==> config.mk <==
export PLATFORM = sky130hd
export DESIGN_NAME = pipeline_hazard_ctrl
export DESIGN_NICKNAME = d
export VERILOG_FILES = /design/src/rtl/pipeline_ctrl_pkg.sv /design/src/rtl/pipeline_hazard_ctrl_hazard_detect.sv /design/src/rtl/pipeline_hazard_ctrl.sv
export SDC_FILE = /design/constraint.sdc
export NUM_CORES = 1
export LEC_CHECK = 0
export CAP_MARGIN = 10
export CORE_ASPECT_RATIO = 0.5
export CORE_UTILIZATION = 37
export DETAILED_ROUTE_END_ITERATION = 16
export GPL_TIMING_DRIVEN = 0
export PLACE_DENSITY = 0.94
export SLEW_MARGIN = 5
export SYNTH_ARGS = -nofsm -noshare
export SYNTH_HDL_FRONTEND = slang
export SYNTH_SLANG_ARGS = --single-unit
==> constraint.sdc <==
create_clock -name clk -period 4.4 [get_ports clk]
set_clock_uncertainty 0.2 [all_clocks]
set_input_delay 0.88 -clock clk [delete_from_list [all_inputs] [get_ports clk]]
set_output_delay 0.88 -clock clk [all_outputs]
set_load 0.01 [all_outputs]
==> src/rtl/pipeline_ctrl_pkg.sv <==
// pipeline_ctrl_pkg: shared types and constants for the pipeline hazard controller
package pipeline_ctrl_pkg;

    typedef enum logic [1:0] {
        RUN        = 2'd0,
        REDIRECT   = 2'd1,
        UART_WAIT  = 2'd2,
        ST_INVALID = 2'd3
    } state_e;

    localparam logic [31:0] NOP_INST = 32'h0000_0013;
    localparam logic [4:0]  REG_X0   = 5'd0;
    localparam int          WAIT_W   = 10;

endpackage

==> src/rtl/pipeline_hazard_ctrl_hazard_detect.sv <==
// hazard_detect: combinational load-use comparator (load in execute feeding a source of the decode instruction)
//   ex_mem_read, ex_rd            : execute instruction is a load to ex_rd
//   id_rs1/2, id_rs1/2_used       : decode instruction sources and whether they are read
//   load_use                      : decode must wait one cycle for the load result
module hazard_detect
    import pipeline_ctrl_pkg::*;
(
    input  logic       ex_mem_read,
    input  logic [4:0] ex_rd,
    input  logic [4:0] id_rs1,
    input  logic [4:0] id_rs2,
    input  logic       id_rs1_used,
    input  logic       id_rs2_used,
    output logic       load_use
);

    // x0 is hard-wired zero, so a load to it never creates a dependency
    assign load_use = ex_mem_read && (ex_rd != REG_X0) &&
                      ((id_rs1_used && id_rs1 == ex_rd) || (id_rs2_used && id_rs2 == ex_rd));

endmodule

==> src/rtl/pipeline_hazard_ctrl.sv <==
// pipeline_hazard_ctrl: stall/flush controller for redirects, load-use hazards and blocking UART loads
//   clk, rst (sync, active-high)  : clock and reset; all outputs read 0 while rst=1
//   id_*, ex_rd, ex_mem_read      : hazard detection inputs
//   take_branch, jump             : redirect resolved in execute
//   uart_load, uart_ready         : blocking UART load in execute and its data-valid
//   stall_if, stall_pipe          : hold PC / hold all pipeline registers
//   flush_fd, flush_dx            : inject NOP into fetch/decode, decode/execute registers
//   uart_req, uart_timeout, state : UART request, forced-release pulse, current state encoding
//   stall_cycles, flush_count     : performance counters, present only with HAZARD_PERF_CNT_EN defined
module pipeline_hazard_ctrl
    import pipeline_ctrl_pkg::*;
#(
    parameter int UART_TIMEOUT = 1023
)
(
    input  logic        clk,
    input  logic        rst,
    input  logic [4:0]  id_rs1,
    input  logic [4:0]  id_rs2,
    input  logic        id_rs1_used,
    input  logic        id_rs2_used,
    input  logic [4:0]  ex_rd,
    input  logic        ex_mem_read,
    input  logic        take_branch,
    input  logic        jump,
    input  logic        uart_load,
    input  logic        uart_ready,
    output logic        stall_if,
    output logic        stall_pipe,
    output logic        flush_fd,
    output logic        flush_dx,
    output logic        uart_req,
    output logic        uart_timeout,
    output logic [1:0]  state,
    output logic [31:0] stall_cycles,
    output logic [31:0] flush_count
);

    localparam logic [WAIT_W-1:0] TIMEOUT_V = WAIT_W'(UART_TIMEOUT);

    state_e              state_q, state_d;
    logic [WAIT_W-1:0]   wait_cnt_q, wait_cnt_d;
    logic                load_use;
    logic                redirect;
    logic                timeout_hit;

    hazard_detect u_hazard_detect (
        .ex_mem_read (ex_mem_read),
        .ex_rd       (ex_rd),
        .id_rs1      (id_rs1),
        .id_rs2      (id_rs2),
        .id_rs1_used (id_rs1_used),
        .id_rs2_used (id_rs2_used),
        .load_use    (load_use)
    );

    assign redirect    = take_branch || jump;
    assign timeout_hit = wait_cnt_q == TIMEOUT_V;

    always_ff @(posedge clk) begin
        if (rst) begin
            state_q    <= RUN;
            wait_cnt_q <= '0;
        end else begin
            state_q    <= state_d;
            wait_cnt_q <= wait_cnt_d;
        end
    end

    always_comb begin
        state_d    = state_q;
        wait_cnt_d = wait_cnt_q;
        case (state_q)
            RUN: begin
                if (redirect) begin
                    state_d = REDIRECT;
                end else if (uart_load) begin
                    state_d    = UART_WAIT;
                    wait_cnt_d = '0;
                end
            end
            REDIRECT: state_d = RUN;
            UART_WAIT: begin
                wait_cnt_d = wait_cnt_q + 1'b1;
                if (uart_ready || timeout_hit) state_d = RUN;
            end
            default: state_d = RUN;
        endcase
    end

    always_comb begin
        stall_if     = 1'b0;
        stall_pipe   = 1'b0;
        flush_fd     = 1'b0;
        flush_dx     = 1'b0;
        uart_req     = 1'b0;
        uart_timeout = 1'b0;
        if (!rst) begin
            case (state_q)
                RUN: begin
                    if (redirect) begin
                        flush_fd = 1'b1;
                        flush_dx = 1'b1;
                    end else if (uart_load) begin
                        stall_if   = 1'b1;
                        stall_pipe = 1'b1;
                        uart_req   = 1'b1;
                    end else if (load_use) begin
                        // single bubble: hold fetch/decode, let execute drain
                        stall_if = 1'b1;
                        flush_dx = 1'b1;
                    end
                end
                REDIRECT: flush_fd = 1'b1;
                UART_WAIT: begin
                    uart_req = 1'b1;
                    // ready takes precedence over a coincident timeout
                    uart_timeout = !uart_ready && timeout_hit;
                    stall_if     = !uart_ready && !timeout_hit;
                    stall_pipe   = !uart_ready && !timeout_hit;
                end
                default: ;
            endcase
        end
    end

    assign state = rst ? 2'd0 : state_q;

`ifdef HAZARD_PERF_CNT_EN
    logic [31:0] stall_cycles_q, flush_count_q;

    always_ff @(posedge clk) begin
        if (rst) begin
            stall_cycles_q <= '0;
            flush_count_q  <= '0;
        end else begin
            if (stall_if && stall_cycles_q != '1) stall_cycles_q <= stall_cycles_q + 32'd1;
            if (flush_fd && flush_count_q != '1) flush_count_q <= flush_count_q + 32'd1;
        end
    end

    assign stall_cycles = rst ? 32'd0 : stall_cycles_q;
    assign flush_count  = rst ? 32'd0 : flush_count_q;
`else
    assign stall_cycles = 32'd0;
    assign flush_count  = 32'd0;
`endif

endmodule

Word-level counts from Yosys, hierarchy flattened
Cells that the tools add are included.

word-level totals
  bits in registers = 12
  input port bits = 24
  word-level logic and storage cells = 56

cells by class
  $add $sub $neg = 1
  eq/ne operators = 9
  muxes and demuxes = 28
  reductions and logical operators = 16

operator list
  cell                     count
  $mux W10                 2
  $pmux W10 S2             1
  $mux W1                  16
  $add A10 B1 Y10 const B  1
  $eq A10 B10 Y1 const B   1
  $eq A5 B5 Y1             2
  $mux W2                  4
  $pmux W1 S2              4
  $logic_and A1 B1 Y1      6
  $ne A2 B2 Y1 const B     3
  $reduce_bool A5 Y1       1
  $pmux W2 S2              1
  $logic_or A1 B1 Y1       3
  $ne A3 B3 Y1 const B     1
  $reduce_and A3 Y1        1
  $eq A2 B1 Y1 const B     1
  $eq A2 B2 Y1 const B     1
  $logic_not A1 Y1         2
  $logic_not A2 Y1         1
  $reduce_and A2 Y1        1
  $reduce_bool A2 Y1       1

Longest topological paths before layout
Gate-level depths: netlist (run 1).

  depth after elaboration = 9
  gate-level depth with buffers = 5
  mapped depth without buffers = 4

Modules after synthesis
A second synthesis (run 1) with hierarchy kept.

unflattened totals
  cell total of the unflattened synthesis = 163
  area, all modules = 1,310.0 um^2

by module, submodules not included
  module                instances  cells an instance  area each (um^2)
  pipeline_hazard_ctrl  1          146                1,176.1
  hazard_detect         1          17                 133.9

Worst setup path after synthesis (run 1)
No wires, ideal clock.

  path type = input port to output port
  from = input port rst
  to = output port stall_if
  arrival = 1.784 ns
  path slack = 1.536 ns
  stages on the path = 4
  path buffers = 1
  path through = clkbuf_1 nor3_1 a22o_1 o21bai_1

on the way
  word-level cells in the longest chain between the ends = 1

ends and longest elaborated chain
  item         line                        RTL
  from (decl)  pipeline_hazard_ctrl.sv:17  input logic rst,
  $mux W1      pipeline_hazard_ctrl.sv:98  if (!rst) begin
  to (decl)    pipeline_hazard_ctrl.sv:28  output logic stall_if,

Every way passes these cells.

Worst setup path in the final report (run 1)
  from = input port rst
  to = output port flush_dx

on the way
  word-level cells in the longest chain between the ends = 1

ends and longest elaborated chain
  item       line                        RTL
  $mux W1    pipeline_hazard_ctrl.sv:98
  to (decl)  pipeline_hazard_ctrl.sv:31  output logic flush_dx,

Every way passes these cells.

==> run summary, run 1 <==
Status: finished, final reports clean
Cts hold-fix bufs: 0
Worst VDD drop: 0.0001215 V
Floorplan Core Area: 3118 µm²
Gr usage total: 15.09%
PostCTS Resize Cnt: 0
Setup bufs post-CTS: 0
Largest net degree at the start of global routing: 11
Reg2reg setup slack: 2750 ps
Die width: 84.61 µm
Dpl hpwl: 2402 µm
DRT antenna net count: 0
Setup crit start kind: input port
Slowest stage delay, CP: 560 ps
#FFs+latches synth: 12
Post-synth top area share: 38.06%
Worst-Margin Slew: 528.2 ps
Commonest cells post-synth: buf_4, dfxtp_1, nor2_1, xor2_1, nand2_1
Final setup vio count: 0
Layout cell share with drive strength beyond 1: 28.13%
Synth Area in Simple Gates: 19.82%
Top-count cell post-synth: buf_4
Worst-Skew Late Latency: 240 ps
Critical path launch point: rst
Crit-path cells: clkdlybuf4s50_1 -> clkbuf_1 -> nor3_1 -> nor2b_1 -> o21bai_1 -> clkdlybuf4s50_1
Top cells by area, synth: buf_4, dfxtp_1, xor2_1, nor2_1, o211ai_1
Worst EP required: 3320 ps
Final Slew Violations: 0
Final net count: 282
Initial Utilization: 40.49%
Path type of the worst setup path: in -> out
Post-Route Setup TNS: 0 ps
DR WL/cell: 9.439 µm
Mapped Area: 1262 µm²
Post-Route Utilization: 61.40%
Cell taking the most area after synthesis: buf_4
Vias: 1215
# fillers: 265
Die height: 43.31 µm
RR Endpoint: wait_cnt_q[6]
Adder and majority gate portion of the synthesized area: 0.9911%
Largest family of logic cells by synthesized area: buffers and inverters
Routability cong.: 0.9041
Synth Area in Compound Gates: 11.69%
Drt first pass iters: 12
CTS tree: built
Root buf cell: clkbuf_8
Fmax achieved: 0.2514 GHz
Distinct cells, synth: 36
Slowest CP cell: clkdlybuf4s50_1
Avg Cell Area, Syn: 7.990 µm²
Post-route minimum period: 3978 ps
Drt drc: 0
Hold Crit Class: reg -> reg
Met3 wire length: 204 µm
Initial antenna violation count: 0
CP max FO: 10
Leakage: 1.002 nW
First-pass GRT wire length: 4409 µm
Post-synthesis sequential area ratio: 19.03%
Vias in the first global route: 1065
Dominant synthesized flop cell: dfxtp_1
Port Buffers: 31
R2R Path Start: state_q[1]
Die ar.: 3664 µm²
Ant. Diodes: 0
Vias/cell: 4.105
Pwr/cell area: 189.4 nW/µm²
# IOs: 96
Final WL: 2794 µm
Critical Path Most Common Cell: clkdlybuf4s50_1
Warnings, synthesis: 0
Wl on met1: 1103 µm
Fin. Hold Viols: 0
Num CTS Buffers: 3
Synth Area in XOR/XNOR: 8.325%
RSZ-0062 raised after global routing: no
MaxCap Viol Count: 0
CP Data Arrival Time: 2900 ps
Fin crit share: 90.42%
Setup crit end: flush_dx
Met2 WL: 1427 µm
Clock Path Buffers: 2
Top sig layer: met4
Clock Sinks: 12
Post-synthesis cell count: 158
Max H-tree Level: 1
EDFF count, synth: 0
Ys async rst share: 0%
Critical Path Sink Type: primary output
Site row count: 14
DRT iter0 DRCs: 85
Gr ovfl total: 0
Max_slew headroom: 64.52%
Clk slew on worst S/H paths: 50 ps
FF-to-FF path depth: 5
Multiplexer area fraction after synthesis: 0.7929%
Area Overhead vs Synth: 51.64%
[worst max-delay path, delay by kind of cell]
kind	cells	cell delay, ps
simple gates	2	680
compound gates	1	130
buf+inv	3	1200
[worst min path at each step]
stage / startpoint / end / cells past startpoint
2_1_floorplan: wait_cnt_q[9] / wait_cnt_q[9] / 2
3_3_place_gp: wait_cnt_q[9] / wait_cnt_q[9] / 2
3_5_place_dp: wait_cnt_q[9] / wait_cnt_q[9] / 2
4_1_cts: wait_cnt_q[9] / wait_cnt_q[9] / 2
5_1_grt: wait_cnt_q[9] / wait_cnt_q[9] / 2
6_report: wait_cnt_q[9] / wait_cnt_q[9] / 2
[through the flow]
| stage | hold slack (ps) | cells | area [µm²] | power, mW | setup WS (ps) |
|---|---|---|---|---|---|
| CTS | 273.0 | 296 | 1914 | 0.3596 | 454.0 |
| global placement | 250.3 | 292 | 1859 | 0.2378 | 506.8 |
| floorplan | 241.7 | 221 | 1499 | 0.2034 | 1536 |
| global route | 287.9 | 296 | 1914 | 0.3798 | 281.4 |
| detailed placement | 265.4 | 292 | 1859 | 0.2396 | 443.4 |
| finish | 270.7 | 296 | 1914 | 0.3626 | 421.6 |
[per-layer routing]
| layer | track usage (%) | vias up |
|---|---|---|
| met2 | 29.11 | 66 |
| met3 | 3.891 | 8 |
| met4 | 6.780 | 0 |
| met5 | 0 | - |
| met1 | 15.98 | 523 |
| li1 | - | 618 |
[power by group]
part	switching, mW	internal (mW)
Sequential	0.00154	0.110
Combinational	0.0583	0.0708
Clock	0.0427	0.0791
[layout make-up]
cell class / count / area (µm²) / area share, %
Tap cell: 40 / 50.05 / 2.614
Clock buffer: 4 / 55.05 / 2.876
Inverter: 1 / 3.754 / 0.1961
Timing Repair Buffer: 31 / 310.3 / 16.21
Buffer: 66 / 489.2 / 25.56
Multi-Input combinational cell: 142 / 765.7 / 40.00
Sequential cell: 12 / 240.2 / 12.55
[sequential cells by signal (all words and copies together), names as in the netlist]
signal	count
state_q	2
wait_cnt_q	10
[cells in the final DEF, fill, tap and decap left out, types with 4 or more instances in the layout]
| master | Yosys | final |
|---|---|---|
| o211ai_1 | 4 | 4 |
| xor2_1 | 9 | 9 |
| or4_1 | 4 | 4 |
| nand2_1 | 6 | 6 |
| dfxtp_1 | 12 | 12 |
| nand4_1 | 4 | 4 |
| conb_1 | 1 | 64 |
| buf_4 | 64 | 64 |
| clkbuf_8 | 0 | 4 |
| a21oi_1 | 4 | 4 |
| clkdlybuf4s50_1 | 0 | 31 |
| nor2_1 | 10 | 10 |
[cell families (layout without fill, tap and decap cells)]
group / after synthesis / in the layout
flip-flops: 12 / 12
other: 1 / 64
AND/OR/NAND/NOR: 44 / 44
multiplexers: 1 / 1
buffers and inverters: 67 / 102
XOR/XNOR: 12 / 12
adder cells (fa/ha/maj): 1 / 1
AO/OA/AOI/OAI: 20 / 20
Note: power is estimated with default switching activity, not from simulation.
==> inputs of run 2 (changes only) <==
--- a/config.mk
+++ b/config.mk
@@ -5,6 +5,7 @@
 export SDC_FILE = /design/constraint.sdc
 export NUM_CORES = 1
 export LEC_CHECK = 0
+export ABC_AREA = 0
 export CAP_MARGIN = 10
 export CORE_ASPECT_RATIO = 0.5
 export CORE_UTILIZATION = 37
==> results of run 2 <==
The final DEF is identical to that of run 1; final timing and power are the same.
==> inputs of run 3 (changes only) <==
--- a/config.mk
+++ b/config.mk
@@ -16,3 +16,4 @@
 export SYNTH_ARGS = -nofsm -noshare
 export SYNTH_HDL_FRONTEND = slang
 export SYNTH_SLANG_ARGS = --single-unit
+export TNS_END_PERCENT = 100
==> results of run 3 <==
The final DEF is identical to that of run 1; final timing and power are the same.
